$ cat config.mk
export PLATFORM = sky130hd
export DESIGN_NAME = dm_arbiter
export DESIGN_NICKNAME = d
export VERILOG_FILES = /design/src/rtl/dm_arbiter_pkg.sv /design/src/rtl/dm_addr_check.sv /design/src/rtl/dm_arbiter.sv
export SDC_FILE = /design/constraint.sdc
export NUM_CORES = 1
export LEC_CHECK = 0
export ABC_CLOCK_PERIOD_IN_PS = 3400
export CORE_ASPECT_RATIO = 1.4
export CORE_UTILIZATION = 45
export CTS_BUF_LIST = sky130_fd_sc_hd__clkbuf_4 sky130_fd_sc_hd__clkbuf_8 sky130_fd_sc_hd__clkbuf_16
export DETAILED_ROUTE_END_ITERATION = 10
export GPL_TIMING_DRIVEN = 0
export PLACE_DENSITY = 0.86
export SYNTH_ARGS = -nofsm -noshare
export SYNTH_HDL_FRONTEND = slang
export SYNTH_HIERARCHICAL = 1
export SYNTH_SLANG_ARGS = --single-unit
$ cat constraint.sdc
create_clock -name clk_i -period 3.4 [get_ports clk_i]
set_clock_uncertainty 0.15 [all_clocks]
set_input_delay 0.34 -clock clk_i [delete_from_list [all_inputs] [get_ports clk_i]]
set_output_delay 0.34 -clock clk_i [all_outputs]
set_load 0.02 [all_outputs]
$ cat src/rtl/dm_arbiter_pkg.sv
// Purpose: shared definitions for the data-memory arbiter (region map, FSM and requester encodings).
// Latency: n/a (types and constants only).
// Backpressure: n/a.
// Contents: STATIC/HEAP/STACK window bounds (inclusive), state_e, req_id_e.
package dm_arbiter_pkg;

  // Mapped data-memory windows, bounds inclusive. The gaps between them are unmapped.
  localparam logic [31:0] STATIC_BEGIN = 32'h0000_0000;
  localparam logic [31:0] STATIC_END   = 32'h0000_0FFF;
  localparam logic [31:0] HEAP_BEGIN   = 32'h0000_2000;
  localparam logic [31:0] HEAP_END     = 32'h0000_2FFF;
  localparam logic [31:0] STACK_BEGIN  = 32'h0000_F000;
  localparam logic [31:0] STACK_END    = 32'h0000_FFFF;

  typedef enum logic {
    ST_IDLE   = 1'b0,
    ST_ACCESS = 1'b1
  } state_e;

  typedef enum logic {
    ID_CORE = 1'b0,
    ID_DMA  = 1'b1
  } req_id_e;

endpackage

$ cat src/rtl/dm_addr_check.sv
// Purpose: classify a data-memory byte address as misaligned and/or outside every mapped window.
// Latency: combinational, zero cycles.
// Backpressure: none.
// Ports: addr (byte address in) -> misaligned (addr[1:0]!=0), unmapped (no window hit), err (either).
module dm_addr_check
  import dm_arbiter_pkg::*;
#(
  parameter int ADDR_W = 32
) (
  input  logic [ADDR_W-1:0] addr,
  output logic              misaligned,
  output logic              unmapped,
  output logic              err
);

  function automatic logic in_win(input logic [ADDR_W-1:0] a,
                                  input logic [ADDR_W-1:0] lo,
                                  input logic [ADDR_W-1:0] hi);
    return (a >= lo) && (a <= hi);
  endfunction

  always_comb begin
    misaligned = |addr[1:0];
    unmapped   = !(in_win(addr, ADDR_W'(STATIC_BEGIN), ADDR_W'(STATIC_END)) ||
                   in_win(addr, ADDR_W'(HEAP_BEGIN),   ADDR_W'(HEAP_END))   ||
                   in_win(addr, ADDR_W'(STACK_BEGIN),  ADDR_W'(STACK_END)));
    err        = misaligned | unmapped;
  end

endmodule

$ cat src/rtl/dm_arbiter.sv
// Purpose: share the single-port data memory between the core LSU and the DMA/debug port.
// Latency: request sampled in IDLE (N), gnt + DM access in N+1, registered rvalid/rd/err in N+2.
// Backpressure: requester holds req until its gnt; the loser of a tie waits for the next IDLE.
// Ports: core_* / dma_* request+response pairs, dm_addr_o/dm_wd_o/dm_we_o to DM, dm_rd_i from DM.
module dm_arbiter
  import dm_arbiter_pkg::*;
#(
  parameter int ADDR_W    = 32,
  parameter int DATA_W    = 32,
  parameter bit CORE_PRIO = 1'b1
) (
  input  logic              clk_i,
  input  logic              rst_n_i,
  // core load/store unit
  input  logic              core_req_i,
  input  logic              core_we_i,
  input  logic [ADDR_W-1:0] core_addr_i,
  input  logic [DATA_W-1:0] core_wd_i,
  output logic              core_gnt_o,
  output logic              core_rvalid_o,
  output logic [DATA_W-1:0] core_rd_o,
  output logic              core_err_o,
  // DMA / debug port
  input  logic              dma_req_i,
  input  logic              dma_we_i,
  input  logic [ADDR_W-1:0] dma_addr_i,
  input  logic [DATA_W-1:0] dma_wd_i,
  output logic              dma_gnt_o,
  output logic              dma_rvalid_o,
  output logic [DATA_W-1:0] dma_rd_o,
  output logic              dma_err_o,
  // data memory
  output logic [ADDR_W-1:0] dm_addr_o,
  output logic [DATA_W-1:0] dm_wd_o,
  output logic              dm_we_o,
  input  logic [DATA_W-1:0] dm_rd_i
);

  state_e            state_q;
  req_id_e           owner_q;
  req_id_e           rr_last_q;
  req_id_e           win;
  logic              lat_we_q;
  logic [ADDR_W-1:0] lat_addr_q;
  logic [DATA_W-1:0] lat_wd_q;
  logic              chk_mis;
  logic              chk_unm;
  logic              chk_err;
  logic              acc_err;
  logic              in_access;
  logic [DATA_W-1:0] acc_rd;

  // Only the latched address is checked, so the live request bus never reaches the DM path.
  dm_addr_check #(
    .ADDR_W (ADDR_W)
  ) u_addr_check (
    .addr       (lat_addr_q),
    .misaligned (chk_mis),
    .unmapped   (chk_unm),
    .err        (chk_err)
  );

  // Either cause on its own is enough to block the access.
  assign acc_err   = chk_err | chk_mis | chk_unm;
  assign in_access = (state_q == ST_ACCESS);
  assign acc_rd    = (lat_we_q || acc_err) ? '0 : dm_rd_i;

  // Tie-break: fixed core priority, or alternate away from the last winner.
  always_comb begin
    win = ID_CORE;
    if (core_req_i && dma_req_i) begin
      if (CORE_PRIO) win = ID_CORE;
      else           win = (rr_last_q == ID_CORE) ? ID_DMA : ID_CORE;
    end else if (dma_req_i) begin
      win = ID_DMA;
    end
  end

  // Decoded from registered state only; an async reset in ACCESS drops dm_we_o at once.
  assign core_gnt_o = in_access && (owner_q == ID_CORE);
  assign dma_gnt_o  = in_access && (owner_q == ID_DMA);
  assign dm_we_o    = in_access && lat_we_q && !acc_err;
  assign dm_addr_o  = lat_addr_q;
  assign dm_wd_o    = lat_wd_q;

  always_ff @(posedge clk_i or negedge rst_n_i) begin
    if (!rst_n_i) begin
      state_q       <= ST_IDLE;
      owner_q       <= ID_CORE;
      rr_last_q     <= ID_DMA;
      lat_we_q      <= 1'b0;
      lat_addr_q    <= '0;
      lat_wd_q      <= '0;
      core_rvalid_o <= 1'b0;
      core_rd_o     <= '0;
      core_err_o    <= 1'b0;
      dma_rvalid_o  <= 1'b0;
      dma_rd_o      <= '0;
      dma_err_o     <= 1'b0;
    end else begin
      core_rvalid_o <= 1'b0;
      dma_rvalid_o  <= 1'b0;
      case (state_q)
        ST_IDLE: begin
          if (core_req_i || dma_req_i) begin
            state_q   <= ST_ACCESS;
            owner_q   <= win;
            rr_last_q <= win;
            if (win == ID_CORE) begin
              lat_we_q   <= core_we_i;
              lat_addr_q <= core_addr_i;
              lat_wd_q   <= core_wd_i;
            end else begin
              lat_we_q   <= dma_we_i;
              lat_addr_q <= dma_addr_i;
              lat_wd_q   <= dma_wd_i;
            end
          end
        end
        ST_ACCESS: begin
          state_q <= ST_IDLE;
          // rd/err hold until the owner's next response; only rvalid pulses.
          if (owner_q == ID_CORE) begin
            core_rvalid_o <= 1'b1;
            core_rd_o     <= acc_rd;
            core_err_o    <= acc_err;
          end else begin
            dma_rvalid_o  <= 1'b1;
            dma_rd_o      <= acc_rd;
            dma_err_o     <= acc_err;
          end
        end
        default: state_q <= ST_IDLE;
      endcase
    end
  end

endmodule

==> run metrics, run 1 <==
Syn-to-layout area delta=59.2%; cell area power density=roughly 490 nW/µm²; Synth Instances=595; Max Cap Violations=0; I/O Pins=~300; Synth Net Count=between 700 and 800; placed cell areas=about 10000 µm²; port bufs=between 200 and 300; GRT overflow=0; Vias per Instance=between 5 and 6; clk_lat worst skew=between 0.4 and 0.5 ns; CP Data Required Time=about 2.9 ns; initial drt markers=~350; pin count of the biggest net entering global routing=70; Vias=between 6000 and 7000; Num CTS Buffers=17; vias in the first global route=between 6000 and 7000; RSZ-0062 raised after global routing=false; First-pass DRT Iterations=7; clk buf depth=2; final setup TNS=0 ns; final setup fails=0; DRC violations left=0; H-tree depth=4; post-CTS setup buffers=0; flip-flop and latch count after synthesis=135; ratio of cells with drive above 1 in the final layout=under 10%; first-pass GRT wire length=36.1 mm; crit path DAT=2.81 ns; clk slew on worst S/H paths=approximately 0.06 ns; gr usage total=a little under a third; relative slew slack=55.2%; Avg Inst Size Synth=between 10 and 15 µm²; HP Class=input port to asynchronous set/reset pin; Diodes inserted=0; Starting Density=a little under half; die area=15100 µm²; fillers=1013; fin nets=~1100; Routed WL=~23 mm; CTS sink cnt=about 140; post-route cell area=between 10000 and 15000 µm²; worst-path maximum fanout=10; die height=roughly 140 µm; Antenna Nets Post-Route=0; fin crit share=a little over nine tenths; pins over their slew limit=0; Peak Freq=around 300 MHz; status=complete, no violations; core footprint=14100 µm²; global placer's final weighted congestion=between 0.8 and 0.9; Tmin final=between 3 and 4 ns; Cell variety after synth=31; CTS tree=yes; clock root cell=clkbuf_16; Layout Utilization=about three quarters; Post-Syn Area=6560 µm²; post-synthesis sequential area ratio=about half; Die Width=104 µm; Worst Setup Path Type=register to primary output; Leak=4.29 nW; initial antenna violation count=2; peak supply drop=roughly 0.27 mV; crit start category=register; YS warnings=6; Worst Setup End Kind=primary output; row count=51; Hold Violations, Final=0; worst-margin pin slew=0.672 ns; post-DP HPWL=17.4 mm; routed len/inst=21.0 µm
==> through the flow <==
| stage | hold slack, ns | setup slack, ns | cells | power (mW) |
|---|---|---|---|---|
| global route | 0.353 | 0.00222 | 1113 | 5.37 |
| floorplan | -0.106 | 0.591 | 595 | 2.50 |
| finish | 0.328 | 0.101 | 1113 | 5.17 |
| CTS | 0.318 | 0.0764 | 1113 | 5.18 |
| global placement | 0.322 | -3.65 | 1079 | 3.22 |
| detailed placement | 0.247 | -0.0875 | 1080 | 3.23 |
==> cell families (layout without fill, tap and decap cells) <==
kind of cell | Yosys count | in the layout | share of synthesized area, %
DFF | 135 | 135 | 51.5
AOI/OAI and AO/OA | 135 | 135 | 18.6
buffers and inverters | 144 | 477 | 9.08
and+or+nand+nor | 181 | 181 | 20.8
==> what timing repair did <==
item | 4_1_cts | 5_1_grt
endpoints found under the setup margin | 1 | 1
resized for setup | 6 | 1
hold buffers | 1 | 0
hold endpoints to repair | 66 | 0
pin swaps | 1 | 2
==> layout by cell type, fill, tap and decap left out, drive strengths merged <==
| cell | count |
|---|---|
| clkdlybuf4s50 | 297 |
| o2bb2ai | 9 |
| nand3b | 9 |
| a21oi | 3 |
| nor3b | 66 |
| or2 | 1 |
| or4 | 1 |
| clkinv | 3 |
| o21bai | 1 |
| nand2b | 2 |
| nor4 | 4 |
| a2bb2oi | 1 |
| clkbuf | 52 |
| or4b | 1 |
| nor4b | 58 |
| inv | 81 |
| nand4 | 1 |
| a222oi | 8 |
| buf | 37 |
| bufinv | 3 |
| o31a | 1 |
| clkinvlp | 3 |
| a32o | 46 |
| dlygate4sd3 | 1 |
| dfrtp | 135 |
| a211oi | 57 |
| nand2 | 3 |
| a22o | 9 |
| or3 | 1 |
| nor2 | 9 |
| nor2b | 25 |
==> final timing paths <==
check / startpoint / end / slack (ns) / cells past startpoint
setup / recovery: dm_addr_o[18] / dm_we_o / 0.10 / 7
hold / removal: rst_n_i / core_rd_o[5] / 0.33 / 2
setup reg to reg: dm_addr_o[18] / core_rd_o[26] / 0.60 / 6
hold reg to reg: core_rd_o[16] / core_rd_o[16] / 0.34 / 1
max in group asynchronous: rst_n_i / dm_addr_o[22] / 1.98 / 3
min in group clk_i: core_wd_i[31] / dm_wd_o[31] / 0.33 / 3
==> layer usage <==
metal | wire length, µm | GRT usage (%) | part of all wire (%) | up-vias
li1 | - | - | - | 2857
met1 | 8680 | 34.8 | 37 | 3062
met2 | 11800 | 56.2 | 51 | 344
met3 | 2070 | 9.67 | 8.9 | 52
met4 | 744 | 13.4 | 3.2 | 4
met5 | 28 | 0 | 0.12 | -
==> cell usage after synthesis, drive strengths merged <==
cell	n	area, µm²
or4	1	7.51
nand2b	2	12.5
or2	1	6.26
a2bb2oi	1	8.76
o21bai	1	7.51
nor4	4	37.5
o31a	1	8.76
dfrtp	135	3380
a21oi	3	15.0
a22o	9	78.8
o2bb2ai	9	135
inv	77	289
nor4b	58	514
nor2	9	33.8
a222oi	8	80.1
or3	1	7.51
a211oi	57	428
nor3b	66	495
or4b	1	10.0
nor2b	25	156
clkbuf	33	124
nand3b	9	67.6
a32o	46	460
buf	34	183
nand4	1	6.26
nand2	3	11.3
==> flip-flops by register name (all words and copies together) (netlist names) <==
signal         cells
dma_err_o          1
lat_we_q           1
core_err_o         1
core_rd_o         32
dm_wd_o           32
dma_rd_o          32
in_access          1
core_rvalid_o      1
dm_addr_o         32
owner_q            1
dma_rvalid_o       1
==> final cells by class <==
cell class              count  area, µm²  area share [%]
well taps                 185        231            2.22
inverters                  77        289            2.77
clock buffers              19        440            4.22
plain buffers              67        307            2.93
repair buffers            301       3030            29.0
multi-input cells         316       2600            24.9
flip-flops and latches    135       3380            32.3
clock inverters            13        170            1.63
==> worst max-delay path: stages (launching register included) <==
cell,delay (ns)
dfrtp_1,0.41
nor4_2,0.33
nand2_1,0.11
or4_1,0.55
or4b_1,0.54
buf_4,0.21
nor2_1,0.10
buf_4,0.15
==> power breakdown <==
part / internal [mW] / total [mW] / switching [mW] / leakage (nW)
Sequential: 1.76 / 1.88 / 0.122 / 1.68
Combinational: 0.621 / 1.35 / 0.726 / 2.32
Clock: 1.18 / 1.94 / 0.764 / 0.292
Power figures use the tool's default switching activity.
==> inputs of run 2 (changes only) <==
Settings changed: CORE_ASPECT_RATIO 1.4 to not set, CORE_MARGIN set to 5.
==> run 2 against run 1 <==
  * Die area increased by 13%
  * Sequential cell count is the same
  * Final cell count is essentially flat
  * Highest routed layer is now met4
  * Combinational power is essentially flat
==> run metrics, run 2 (synthesis gave the netlist of run 1 again) <==
status=complete, no violations; Place WS=-0.0219 ns (+0.0656 ns); post-DP HPWL=17.9 mm (+2.7%); commonest non-fill, non-tap cell in the layout=clkdlybuf4s50_1; H-tree depth=4 (unchanged); fin nets=1081 (unchanged); ratio of cells with drive above 1 in the final layout=9.05% (+0.11 points); RSZ-0062 raised after global routing=false; crit path DAT=2.78 ns (-0.03 ns); clock root cell=clkbuf_16; sequential power share=36.9% (+0.6 points); family with the most delay on the worst path=simple AND/OR/NAND/NOR gates; I/O Pins=301 (unchanged); clk_lat worst skew=0.41 ns (about the same); most used cell, CP=buf_4; Antenna Nets Post-Route=0 (unchanged); worst-path maximum fanout=10 (unchanged); clock share of power=36.7% (-0.9 points); Tmin final=3.27 ns (-0.0262 ns); first-pass GRT wire length=36.5 mm (+1.1%); relative slew slack=53.9% (-1.3 points); CP max-delay cell=or4_4; Net Sw Frac=30.5% (-0.68 points); Final Power=5.09 mW (-1.6%); crit start category=register; final setup fails=0 (unchanged); Routed WL=23.8 mm (+2.0%); Max Cap Violations=0 (unchanged); Worst Setup Path Type=register to primary output; row count=44 (-14%); CTS tree=yes; GRT overflow=0 (unchanged); Syn-to-layout area delta=59.1% (about the same); initial antenna violation count=2 (unchanged); First-pass DRT Iterations=5 (-2); CP Data Required Time=2.91 ns (about the same); initial drt markers=390 (+11%); routed len/inst=21.4 µm (+1.9%); WP buf/inv=2 (unchanged); die height=131 µm (-9.7%); Vias=6410 (+1.4%); setup slack after layout=0.127 ns (+0.0262 ns); port bufs=299 (unchanged); Logic pwr share=26.4% (+0.3 points); Num CTS Buffers=17 (unchanged); pins over their slew limit=0 (unchanged); cell area power density=487 nW/µm² (-1.5%); Switch Pwr=1.55 mW (-3.8%); die area=17100 µm² (+13%); Worst Setup End Kind=primary output; peak supply drop=0.373 mV (+38%); CP cell instances=nor4_2 -> nand2_1 -> or4_4 -> or4b_1 -> buf_4 -> nor2_1 -> buf_4; core footprint=14400 µm² (+2.3%); Starting Density=45.5% (-1.0 points); Pint=3.54 mW (-0.64%); Vias per Instance=5.75 (+1.3%); CP max stage delay=0.54 ns (about the same); global placer's final weighted congestion=0.926 (+4.7%); Layout Utilization=72.4% (-1.7 points); DRC violations left=0 (unchanged); most frequent cells in the layout=clkdlybuf4s50_1 (297), dfrtp_1 (135), inv_1 (76); clk buf depth=2 (unchanged); HP Class=input port to register; pin count of the biggest net entering global routing=73 (+4.3%); Peak Freq=306 MHz (+0.80%); vias in the first global route=6560 (+0.38%); CTS sink cnt=135 (unchanged); gr usage total=27.8% (-3.6 points); Leak=4.29 nW (about the same); worst-margin pin slew=0.692 ns (+0.0202 ns); Die Width=131 µm (+26%); Hold Violations, Final=0 (unchanged); placed cell areas=9810 µm² (about the same); final setup TNS=0 ns (unchanged); clk slew on worst S/H paths=0.06 ns (about the same); fin crit share=96.3% (-0.77 points); post-route cell area=10400 µm² (about the same)
[run 2: metrics by stage]
step | instances | hold WS (ns)
after floorplan | 595 | -0.106
after global placement | 1078 | 0.323
after detailed placement | 1079 | 0.253
after CTS | 1112 | 0.308
after global routing | 1114 | 0.329
final | 1114 | 0.322
[run 2: worst paths after layout]
kind	from	endpoint	slack, ns	depth (start not counted)
setup / recovery	dm_addr_o[18]	dm_we_o	0.13	7
hold reg to reg	core_rd_o[30]	core_rd_o[30]	0.34	1
hold / removal	core_addr_i[27]	dm_addr_o[27]	0.32	3
min in group asynchronous	rst_n_i	dma_rd_o[10]	0.37	2
max in group asynchronous	rst_n_i	dm_addr_o[30]	1.97	3
setup reg to reg	dm_addr_o[18]	dma_rd_o[10]	0.59	6
[run 2: cell type report]
class | count | area (µm²)
diodes | 2 | 5.00
plain buffers | 67 | 307
clock buffers | 22 | 482
clock inverters | 10 | 120
fillers | 1051 | 3990
inverters | 77 | 289
multi-input cells | 316 | 2600
flip-flops and latches | 135 | 3380
well taps | 184 | 230
repair buffers | 301 | 3030
[run 2: worst min-delay path: stages]
cell             delay [ns]
clkdlybuf4s50_1        0.40
inv_1                  0.05
a222oi_1               0.05
[run 2: repair_timing]
item / 4_1_cts / 5_1_grt
buffers inserted: 0 / 0
cloned: 0 / 0
resized for setup: 5 / 2
endpoints found under the setup margin: 1 / 1
hold buffers: 1 / 0
pin swaps: 0 / 2
endpoints found under the hold margin: 71 / 0
[run 2: power by group through the flow]
stage	combinational, mW	sequential (mW)	clock (mW)
after global routing	1.44	1.89	1.96
after floorplan	0.450	2.05	0
after CTS	1.34	1.87	1.89
after detailed placement	1.34	1.89	0
after global placement	1.32	1.90	0
final	1.34	1.88	1.87
[run 2: metal layers]
layer	vias up	track usage [%]	share of wire, %
li1	2859	-	-
met1	3166	33.4	38
met2	333	47.1	50
met3	52	7.97	8.9
met4	0	11.4	3.0
met5	-	0	0
